--- src/rtl/ysyx_25020047_lsu_bus.sv ---
// ysyx_25020047_lsu_bus
// Multi-cycle load/store unit sitting between EXU and WBU. Takes one memory
// op at a time, issues a single request on a decoupled memory bus with byte
// strobes, then aligns and sign/zero-extends the returned load data.
// Misaligned/illegal accesses, bus errors and response timeouts come back as
// RISC-V exception causes (4/5/6/7).
//
// Ports:
//   clk, rst_n              clock, asynchronous active-low reset
//   in_valid/in_ready       EXU op handshake
//   in_kind                 0 none, 1 load, 2 store, 3 reserved (as none)
//   in_funct3               000 b, 001 h, 010 w, 011 d, 100 bu, 101 hu, 110 wu
//   in_addr, in_wdata       byte address, LSB-aligned store data
//   mem_req_*               request: we, word-aligned addr, lane-shifted wdata, wstrb
//   mem_resp_*              response: rdata (full bus word), err, ready
//   out_valid/out_ready     WBU handshake
//   out_data/out_exc/out_cause  result, exception flag, cause
//   dbg_state               current FSM state (IDLE=0, REQ=1, RESP=2, DONE=3)
//
// Handshakes: every channel transfers on a rising edge where valid and ready
// are both high. A source keeps valid high and its payload stable until that
// transfer happens; valid never depends combinationally on ready. All outputs
// here are registered.
module ysyx_25020047_lsu_bus #(
  parameter int XLEN    = 32,
  parameter int ADDR_W  = 32,
  parameter int TIMEOUT = 255
) (
  input  logic                  clk,
  input  logic                  rst_n,
  input  logic                  in_valid,
  output logic                  in_ready,
  input  logic [1:0]            in_kind,
  input  logic [2:0]            in_funct3,
  input  logic [ADDR_W-1:0]     in_addr,
  input  logic [XLEN-1:0]       in_wdata,
  output logic                  mem_req_valid,
  input  logic                  mem_req_ready,
  output logic                  mem_req_we,
  output logic [ADDR_W-1:0]     mem_req_addr,
  output logic [XLEN-1:0]       mem_req_wdata,
  output logic [XLEN/8-1:0]     mem_req_wstrb,
  input  logic                  mem_resp_valid,
  output logic                  mem_resp_ready,
  input  logic [XLEN-1:0]       mem_resp_rdata,
  input  logic                  mem_resp_err,
  output logic                  out_valid,
  input  logic                  out_ready,
  output logic [XLEN-1:0]       out_data,
  output logic                  out_exc,
  output logic [3:0]            out_cause,
  output logic [1:0]            dbg_state
);

  localparam int NB    = XLEN / 8;
  localparam int OFF_W = $clog2(NB);
  localparam int CNT_W = (TIMEOUT > 0) ? $clog2(TIMEOUT + 1) : 1;
  localparam logic [CNT_W-1:0] TO_CNT = CNT_W'(TIMEOUT);

  localparam logic [3:0] CAUSE_LD_MIS   = 4'd4;
  localparam logic [3:0] CAUSE_LD_FAULT = 4'd5;
  localparam logic [3:0] CAUSE_ST_MIS   = 4'd6;
  localparam logic [3:0] CAUSE_ST_FAULT = 4'd7;

  typedef enum logic [1:0] {
    S_IDLE = 2'd0,
    S_REQ  = 2'd1,
    S_RESP = 2'd2,
    S_DONE = 2'd3
  } state_t;

  state_t             state;
  logic               store_q;
  logic [2:0]         f3_q;
  logic [OFF_W-1:0]   off_q;
  logic [CNT_W-1:0]   cnt;

  assign dbg_state = state;

  // Accept-time decode of the incoming op.
  logic              is_load;
  logic              is_store;
  logic              illegal;
  logic              misaligned;
  logic [OFF_W-1:0]  in_off;
  logic [NB-1:0]     strb;
  logic [XLEN-1:0]   wdata_lane;

  always_comb begin
    is_load    = (in_kind == 2'd1);
    is_store   = (in_kind == 2'd2);
    in_off     = in_addr[OFF_W-1:0];
    // d and wu do not exist on a 32-bit bus; 111 never exists.
    illegal    = (in_funct3 == 3'b111) ||
                 ((XLEN == 32) && ((in_funct3 == 3'b011) || (in_funct3 == 3'b110)));
    misaligned = 1'b0;
    strb       = '1;
    case (in_funct3[1:0])
      2'd0: strb = NB'(1) << in_off;
      2'd1: begin
        misaligned = in_addr[0];
        strb       = NB'(3) << in_off;
      end
      2'd2: begin
        misaligned = |in_addr[1:0];
        strb       = NB'(4'hF) << in_off;
      end
      default: begin
        misaligned = |in_addr[2:0];
        strb       = '1;
      end
    endcase
    wdata_lane = in_wdata << {in_off, 3'b000};
  end

  // Load data: pick the addressed lane, then extend. Done at 64 bits so the
  // same expressions serve both bus widths.
  logic [63:0]     lane;
  logic [63:0]     ext;
  logic [XLEN-1:0] load_data;

  always_comb begin
    lane = 64'(mem_resp_rdata >> {off_q, 3'b000});
    case (f3_q)
      3'b000:  ext = {{56{lane[7]}},  lane[7:0]};
      3'b001:  ext = {{48{lane[15]}}, lane[15:0]};
      3'b010:  ext = {{32{lane[31]}}, lane[31:0]};
      3'b100:  ext = {56'd0, lane[7:0]};
      3'b101:  ext = {48'd0, lane[15:0]};
      3'b110:  ext = {32'd0, lane[31:0]};
      default: ext = lane;
    endcase
    load_data = ext[XLEN-1:0];
  end

  always_ff @(posedge clk or negedge rst_n) begin
    if (!rst_n) begin
      state          <= S_IDLE;
      in_ready       <= 1'b1;
      store_q        <= 1'b0;
      f3_q           <= 3'd0;
      off_q          <= '0;
      cnt            <= '0;
      mem_req_valid  <= 1'b0;
      mem_req_we     <= 1'b0;
      mem_req_addr   <= '0;
      mem_req_wdata  <= '0;
      mem_req_wstrb  <= '0;
      mem_resp_ready <= 1'b0;
      out_valid      <= 1'b0;
      out_data       <= '0;
      out_exc        <= 1'b0;
      out_cause      <= 4'd0;
    end else begin
      case (state)
        S_IDLE: begin
          if (in_valid) begin
            in_ready      <= 1'b0;
            store_q       <= is_store;
            f3_q          <= in_funct3;
            off_q         <= in_off;
            mem_req_we    <= is_store;
            mem_req_addr  <= {in_addr[ADDR_W-1:OFF_W], {OFF_W{1'b0}}};
            mem_req_wdata <= wdata_lane;
            mem_req_wstrb <= is_store ? strb : '0;
            out_data      <= '0;
            if (!is_load && !is_store) begin
              out_exc   <= 1'b0;
              out_cause <= 4'd0;
              out_valid <= 1'b1;
              state     <= S_DONE;
            end else if (illegal || misaligned) begin
              out_exc   <= 1'b1;
              out_cause <= is_store ? CAUSE_ST_MIS : CAUSE_LD_MIS;
              out_valid <= 1'b1;
              state     <= S_DONE;
            end else begin
              mem_req_valid <= 1'b1;
              state         <= S_REQ;
            end
          end
        end
        S_REQ: begin
          if (mem_req_ready) begin
            mem_req_valid  <= 1'b0;
            mem_resp_ready <= 1'b1;
            cnt            <= '0;
            state          <= S_RESP;
          end
        end
        S_RESP: begin
          // A response arriving while cnt == TIMEOUT still wins over the fault.
          if (mem_resp_valid) begin
            mem_resp_ready <= 1'b0;
            out_valid      <= 1'b1;
            state          <= S_DONE;
            if (mem_resp_err) begin
              out_exc   <= 1'b1;
              out_cause <= store_q ? CAUSE_ST_FAULT : CAUSE_LD_FAULT;
              out_data  <= '0;
            end else begin
              out_exc   <= 1'b0;
              out_cause <= 4'd0;
              out_data  <= store_q ? '0 : load_data;
            end
          end else if (TIMEOUT != 0) begin
            if (cnt == TO_CNT) begin
              mem_resp_ready <= 1'b0;
              out_valid      <= 1'b1;
              out_exc        <= 1'b1;
              out_cause      <= store_q ? CAUSE_ST_FAULT : CAUSE_LD_FAULT;
              out_data       <= '0;
              state          <= S_DONE;
            end else begin
              cnt <= cnt + 1'b1;
            end
          end
        end
        S_DONE: begin
          if (out_ready) begin
            out_valid <= 1'b0;
            out_data  <= '0;
            out_exc   <= 1'b0;
            out_cause <= 4'd0;
            in_ready  <= 1'b1;
            state     <= S_IDLE;
          end
        end
        default: state <= S_IDLE;
      endcase
    end
  end

endmodule

--- config.mk ---
export PLATFORM = sky130hd
export DESIGN_NAME = ysyx_25020047_lsu_bus
export DESIGN_NICKNAME = d
export VERILOG_FILES = /design/src/rtl/ysyx_25020047_lsu_bus.sv
export SDC_FILE = /design/constraint.sdc
export NUM_CORES = 1
export LEC_CHECK = 0
export CORE_MARGIN = 3
export CORE_UTILIZATION = 25
export DETAILED_ROUTE_END_ITERATION = 7
export PLACE_DENSITY = 0.5
export SYNTH_ARGS = -nofsm -noshare
export SYNTH_HDL_FRONTEND = slang
export SYNTH_SLANG_ARGS = --single-unit
--- constraint.sdc ---
create_clock -name clk -period 2.9 [get_ports clk]
set_clock_uncertainty 0.1 [all_clocks]
set_input_delay 0.58 -clock clk [delete_from_list [all_inputs] [get_ports clk]]
set_output_delay 0.58 -clock clk [all_outputs]
set_load 0.03 [all_outputs]
# [Word level (Yosys, flattened, before mapping)]
# Cells that the tools add are included.
[word_totals] register_bits=123 in_bits=108 word_cells=126
[classes] addsub=1 eq_ne=25 shift=5 n_mux=57 n_reduce_logical=23
[ops] op="32-bit two-way mux" count=6
[ops] op="32-bit case mux with 6 select lines" count=1
[ops] op="32-bit case mux with 3 select lines" count=1
[ops] op="32-bit by 5-bit left shift with 32-bit output" count=1
[ops] op="32-bit by 5-bit right shift with 32-bit output" count=1
[ops] op="4-bit two-way mux" count=7
[ops] op="8-bit two-way mux" count=3
[ops] op="4-bit case mux with 3 select lines" count=2
[ops] op="1-bit two-way mux" count=19
[ops] op="2-bit two-way mux" count=9
[ops] op="8-bit case mux with 2 select lines" count=1
[ops] op="3-bit equality test, second input constant" count=5
[ops] op="2-bit != test, second input constant" count=7
[ops] op="4-bit AND reduction" count=3
[ops] op="5-bit AND reduction" count=2
[ops] op="1-bit case mux with 3 select lines" count=3
[ops] op="8-bit by 1-bit adder with 8-bit output, second input constant" count=1
[ops] op="2-bit equality test, second input constant" count=4
[ops] op="8-bit equality test, second input constant" count=1
[ops] op="2-bit case mux with 4 select lines" count=1
[ops] op="2-bit by 1-bit equality test with 1-bit output, second input constant" count=3
[ops] op="3-bit by 2-bit equality test with 1-bit output, second input constant" count=2
[ops] op="3-bit != test, second input constant" count=2
[ops] op="1-bit case mux with 2 select lines" count=3
[ops] op="other kinds (16)" count=23

# [Longest topological paths before layout]
[logic_depth] depth_word=8 mapped_depth=9 ltp_nobuf=6

# [Worst setup path before layout]
# OpenSTA, ideal clock, no wires.
[synth_path] path_kind="reg2reg" startpoint="reg state[0] (netlist: dbg_state[0])" endpoint="reg out_data[6]" setup_time_ps=127 arrival_ps=2040 required_time_ps=2673 path_slack_ps=632 stages_incl_launch_ff=10 n_path_buf=3 path_cell_list="dfrtp_1 -> inv_1 -> ha_1 -> buf_2 -> and2b_1 -> a211oi_2 -> and2_1 -> buf_4 -> buf_6 -> mux2_1"
[synth_via] elab_chain_cells=3 elab_cells_between_ends=9 classes_between="eq/ne: 5; mux: 1; reduce/logical: 3"
[synth_lines] item="start: declaration" line="72" rtl="state_t state;"
[synth_lines] item="start signal: assignment" line="138" rtl="state <= S_IDLE;"
[synth_lines] item="start signal: assignment" line="171" rtl="state <= S_DONE;"
[synth_lines] item="start signal: assignment" line="176" rtl="state <= S_DONE;"
[synth_lines] item="2-bit equality test / 2-bit zero test (equally long branches)" line="155" rtl="case (state)"
[synth_lines] item="3-bit != test (no source line), or another cell as far along"
[synth_lines] item="4-bit AND reduction (no source line)"
[synth_lines] item="end signal: assignment" line="204" rtl="out_data <= store_q ? '0 : load_data;"
[synth_lines] item="end: declaration" line="49" rtl="output logic [XLEN-1:0] out_data,"
# Several ways; a longest one is shown, not always the timed one.
# A chain may end at the register's enable or synchronous reset.

# [Final worst setup path]
[layout_path] startpoint="reg state[0] (netlist: dbg_state[0])" endpoint="reg out_data[13]"
# The elaborated chain is that of the path after synthesis.

==> tab_implementation.tex <==
\begin{tabular}{lr}
\hline
Metric & Value \\
\hline
\multicolumn{2}{l}{\textbf{Floorplanning}} \\
Vertical extent of the die & around 160 µm \\
Die X-Extent & around 160 µm \\
Core region area & 0.0245 mm² \\
Die Area & between 0.02 and 0.03 mm² \\
Number of primary I/O pins & 220 \\
Effective utilization at floorplan & 0.256 \\
Cell Rows & between 50 and 60 \\
\multicolumn{2}{l}{\textbf{Final layout}} \\
Total area of multi-input combinational cells & just under 0.003 mm² \\
Post-layout instance area & about 0.0094 mm² \\
Final core utilization & 0.384 \\
Number of antenna diodes & 0 \\
Number of filler instances in the final layout & between 2k and 2.5k \\
Fraction of layout instances using a drive strength above 1 & 0.158 \\
Combined flip-flop and latch cell area & approximately 0.0030 mm² \\
Post-synthesis to final-layout area growth & 50.0\% \\
Net count of the finished layout & around 900 \\
Post-route insts no fill & roughly 1.1k \\
\multicolumn{2}{l}{\textbf{Pwr}} \\
Pint & between 5 and 6 mW \\
Clock network fraction of total power & 0.227 \\
PnR Total Power & $\sim$10 mW \\
Combinational share of power & 0.500 \\
Highest ir drop seen on vdd & 599 µV \\
Switching Share & 0.414 \\
Total net switching power & between 4 and 5 mW \\
PD cells & around 1100 mW/mm² \\
Sequential cell fraction of total power & 0.274 \\
Leakage dissipation & 3.89 nW \\
\multicolumn{2}{l}{\textbf{Clock network}} \\
Clock edge transition at the registers on the reported setup and hold paths & around 0.060 ns \\
CTS buffer count & 17 \\
Bufs on Longest Clock Path & 2 \\
Clock tree root driver cell & clkbuf\_16 \\
Depth of the CTS H-tree & 4 \\
CTS tree & done \\
Clock sinks & 121 \\
Insertion delay to the later sink of the worst-skew pair & 0.41 ns \\
\multicolumn{2}{l}{\textbf{STA}} \\
Fin Hold WS & approximately 0.38 ns \\
Minimum clock period after layout & 2.44 ns \\
Fin Setup TNS & 0 ns \\
Remaining max-slew budget at the tightest pin & 0.365 \\
Worst Max-Slew Pin Slew & around 0.95 ns \\
Fin crit share & 0.840 \\
RSZ-0062 raised after global routing & no \\
Final max-slew violation count & 0 \\
Count of final hold-check violations & 0 \\
Worst setup margin & roughly 0.46 ns \\
Final count of negative-setup-slack endpoints & 0 \\
Highest Clock Rate & 410 MHz \\
\multicolumn{2}{l}{\textbf{GRT}} \\
Maximum number of pins on one net before global-route repair & a little over 50 \\
First-pass GRT wire length & roughly 32000 µm \\
Remaining global-route overflow & 0 \\
Number of antenna violations at the first check in global routing & 0 \\
Total routing usage reported by global routing & 0.150 \\
Via count of the first global-routing pass & 5599 \\
\multicolumn{2}{l}{\textbf{Synth}} \\
Cell area after synthesis & approximately 0.0063 mm² \\
Proportion of synthesized chip area in sequential cells & 0.483 \\
Library cells used by synthesis & 59 \\
Post-synth ARST share & 1.00 \\
Most frequent cell after synthesis & dfrtp\_1 \\
Count of flip-flops with a built-in enable after synthesis & 0 \\
Number of warnings reported in the yosys synthesis log & 0 \\
Gate count after technology mapping & around 580 \\
Area leader, netlist & dfrtp\_1 \\
Top FF cell, synth & dfrtp\_1 \\
Ranking of synthesized cells by area & dfrtp\_1 (48\%), mux2\_2 (9.5\%), mux2i\_1 (5.4\%) \\
Flip-flop and latch count after synthesis & 121 \\
Commonest cells in the netlist & dfrtp\_1 (120), mux2\_2 (53), nand2\_1 (47) \\
Syn\_area\_per\_cell & 10.8 µm² \\
Proportion of netlist area held by the largest area contributor & 0.479 \\
\multicolumn{2}{l}{\textbf{Setup path}} \\
Worst setup SP type & register \\
Highest cell delay on the worst timing path & $\sim$0.44 ns \\
Worst-path cell chain & inv\_1 > ha\_1 > and2b\_1 > a211oi\_2 > buf\_4 > nand2\_1 > o2bb2ai\_1 \\
Worst path slowest cell & dfrtp\_1 \\
CP bufs+invs & 2 \\
Critical path peak fanout & 16 \\
Family with the most delay on the worst path & simple AND/OR/NAND/NOR gates \\
CP Capture Type & register \\
Required @ worst endpoint & just over 3 ns \\
Critical path class & reg -> reg \\
Worst path arrival time & 2.62 ns \\
\multicolumn{2}{l}{\textbf{Placement}} \\
Routability congestion estimate from global placement & $\sim$0.76 \\
Worst setup slack before clock tree synthesis & 0.168 ns \\
Placed insts & 1093 \\
Area after detailed placement & 0.00876 mm² \\
Half-perimeter wire length of the detailed placement result & between 10000 and 15000 µm \\
Number of port buffers & around 220 \\
\multicolumn{2}{l}{\textbf{Routing}} \\
Number of DRC markers after the initial detailed-route iteration & about 170 \\
First drt pass iteration count & 4 \\
Routed Wire Length & between 20000 and 25000 µm \\
Remaining design rule violation count & 0 \\
Vias & roughly 5.2k \\
Wire length per cell & between 15 and 20 µm \\
Via density & about 4.6 \\
Detail Route Antenna Nets & 0 \\
\multicolumn{2}{l}{\textbf{Min path}} \\
Class of the tightest hold or removal check & reg -> reg \\
\multicolumn{2}{l}{\textbf{Status}} \\
Run status & completed \\
\multicolumn{2}{l}{\textbf{Run}} \\
Number of violations of the max-capacitance limit & 0 \\
\hline
\end{tabular}
## per-layer routing
metal | routed length (µm) | share of wire | GRT usage | vias to the layer above
met3 | 1790 | 0.089 | 0.0633 | 11
met4 | 196 | 0.0098 | 0.0365 | 0
met2 | 9360 | 0.47 | 0.241 | 153
li1 | - | - | - | 2538
met1 | 8750 | 0.44 | 0.186 | 2525
met5 | 0 | 0 | 0 | -
## power by group through the flow
stage	Sequential [mW]	Clock (mW)	Combinational (mW)
after floorplan	3.89	0	2.04
after global placement	2.81	0	5.16
after detailed placement	2.81	0	5.14
after CTS	2.80	2.38	5.16
after global routing	2.89	2.46	5.49
final	2.79	2.31	5.09
## what timing repair did
item,CTS,global route
buffers inserted,0,0
resized for setup,0,0
hold buffers,1,0
hold endpoints to repair,22,0
setup endpoints to repair,0,0
## logic make-up (layout without fill, tap and decap cells)
kind of cell               after synthesis  in the layout  synth area share
buffers and inverters                   62            281            0.0469
muxes                                   90             90             0.159
adders and majority gates               10             10            0.0200
other                                    1              3          0.000598
DFF                                    121            121             0.483
and+or+nand+nor                        134            134             0.110
AOI/OAI and AO/OA                      163            163             0.181
## tightest hold or removal path: cells and delay by family, from the launching register on
family,cells,cell delay [ns]
and+or+nand+nor,1,0.04
DFF,1,0.34
AOI/OAI and AO/OA,1,0.06
## cell usage in the layout, fill, tap and decap left out, types with 2 or more instances in the layout
| cell type | netlist | layout |
|---|---|---|
| a21oi_1 | 31 | 31 |
| clkbuf_16 | 0 | 17 |
| conb_1 | 1 | 3 |
| a211oi_1 | 23 | 23 |
| a22o_1 | 9 | 9 |
| nand3_1 | 11 | 11 |
| nor2b_1 | 19 | 19 |
| buf_4 | 7 | 18 |
| bufinv_16 | 0 | 4 |
| mux2_2 | 53 | 53 |
| nor3_1 | 3 | 3 |
| nand2_1 | 47 | 46 |
| dfrtp_1 | 120 | 120 |
| ha_1 | 10 | 10 |
| a21o_1 | 2 | 2 |
| o31ai_1 | 4 | 4 |
| nand3b_1 | 2 | 2 |
| clkinvlp_4 | 0 | 5 |
| o21ai_0 | 38 | 38 |
| a21boi_0 | 9 | 9 |
| nand4_1 | 11 | 11 |
| clkdlybuf4s50_1 | 0 | 214 |
| or3_1 | 3 | 3 |
| buf_12 | 0 | 2 |
| nand2b_1 | 2 | 2 |
| mux4_2 | 2 | 2 |
| or4_1 | 2 | 2 |
| a31o_2 | 8 | 8 |
| o2bb2ai_1 | 23 | 23 |
| or2_2 | 3 | 3 |
| nor2_1 | 18 | 18 |
| clkinv_4 | 0 | 2 |
| inv_1 | 13 | 13 |
| and3_1 | 2 | 2 |
| inv_6 | 0 | 2 |
| and2_1 | 4 | 4 |
| mux2i_1 | 34 | 34 |
## registers in the layout (all words and copies together), names as in the netlist, 2 cells and up
name,cells
cnt,8
dbg_state,2
f3_q,3
mem_req_addr,30
mem_req_wdata,32
mem_req_wstrb,4
off_q,2
out_cause,3
out_data,32
## path summary, 6_finish.rpt
kind,startpoint,to,slack (ns),depth (start not counted)
max reg2reg,dbg_state[0],out_data[13],0.46,7
max in group asynchronous,rst_n,in_ready,1.53,3
min reg2reg,mem_req_wdata[11],mem_req_wdata[11],0.38,2
max,dbg_state[0],out_data[13],0.46,7
min in group asynchronous,rst_n,mem_req_addr[12],0.51,2
min,mem_req_wdata[11],mem_req_wdata[11],0.38,2
## area by class of cell
cell class,instances,share of cell area
clock buffers,18,0.0457
clock inverters,14,0.0210
inverters,13,0.00519
multi-input cells,400,0.315
flip-flops and latches,121,0.322
well taps,324,0.0431
repair buffers,236,0.248
Power figures use the tool's default switching activity.
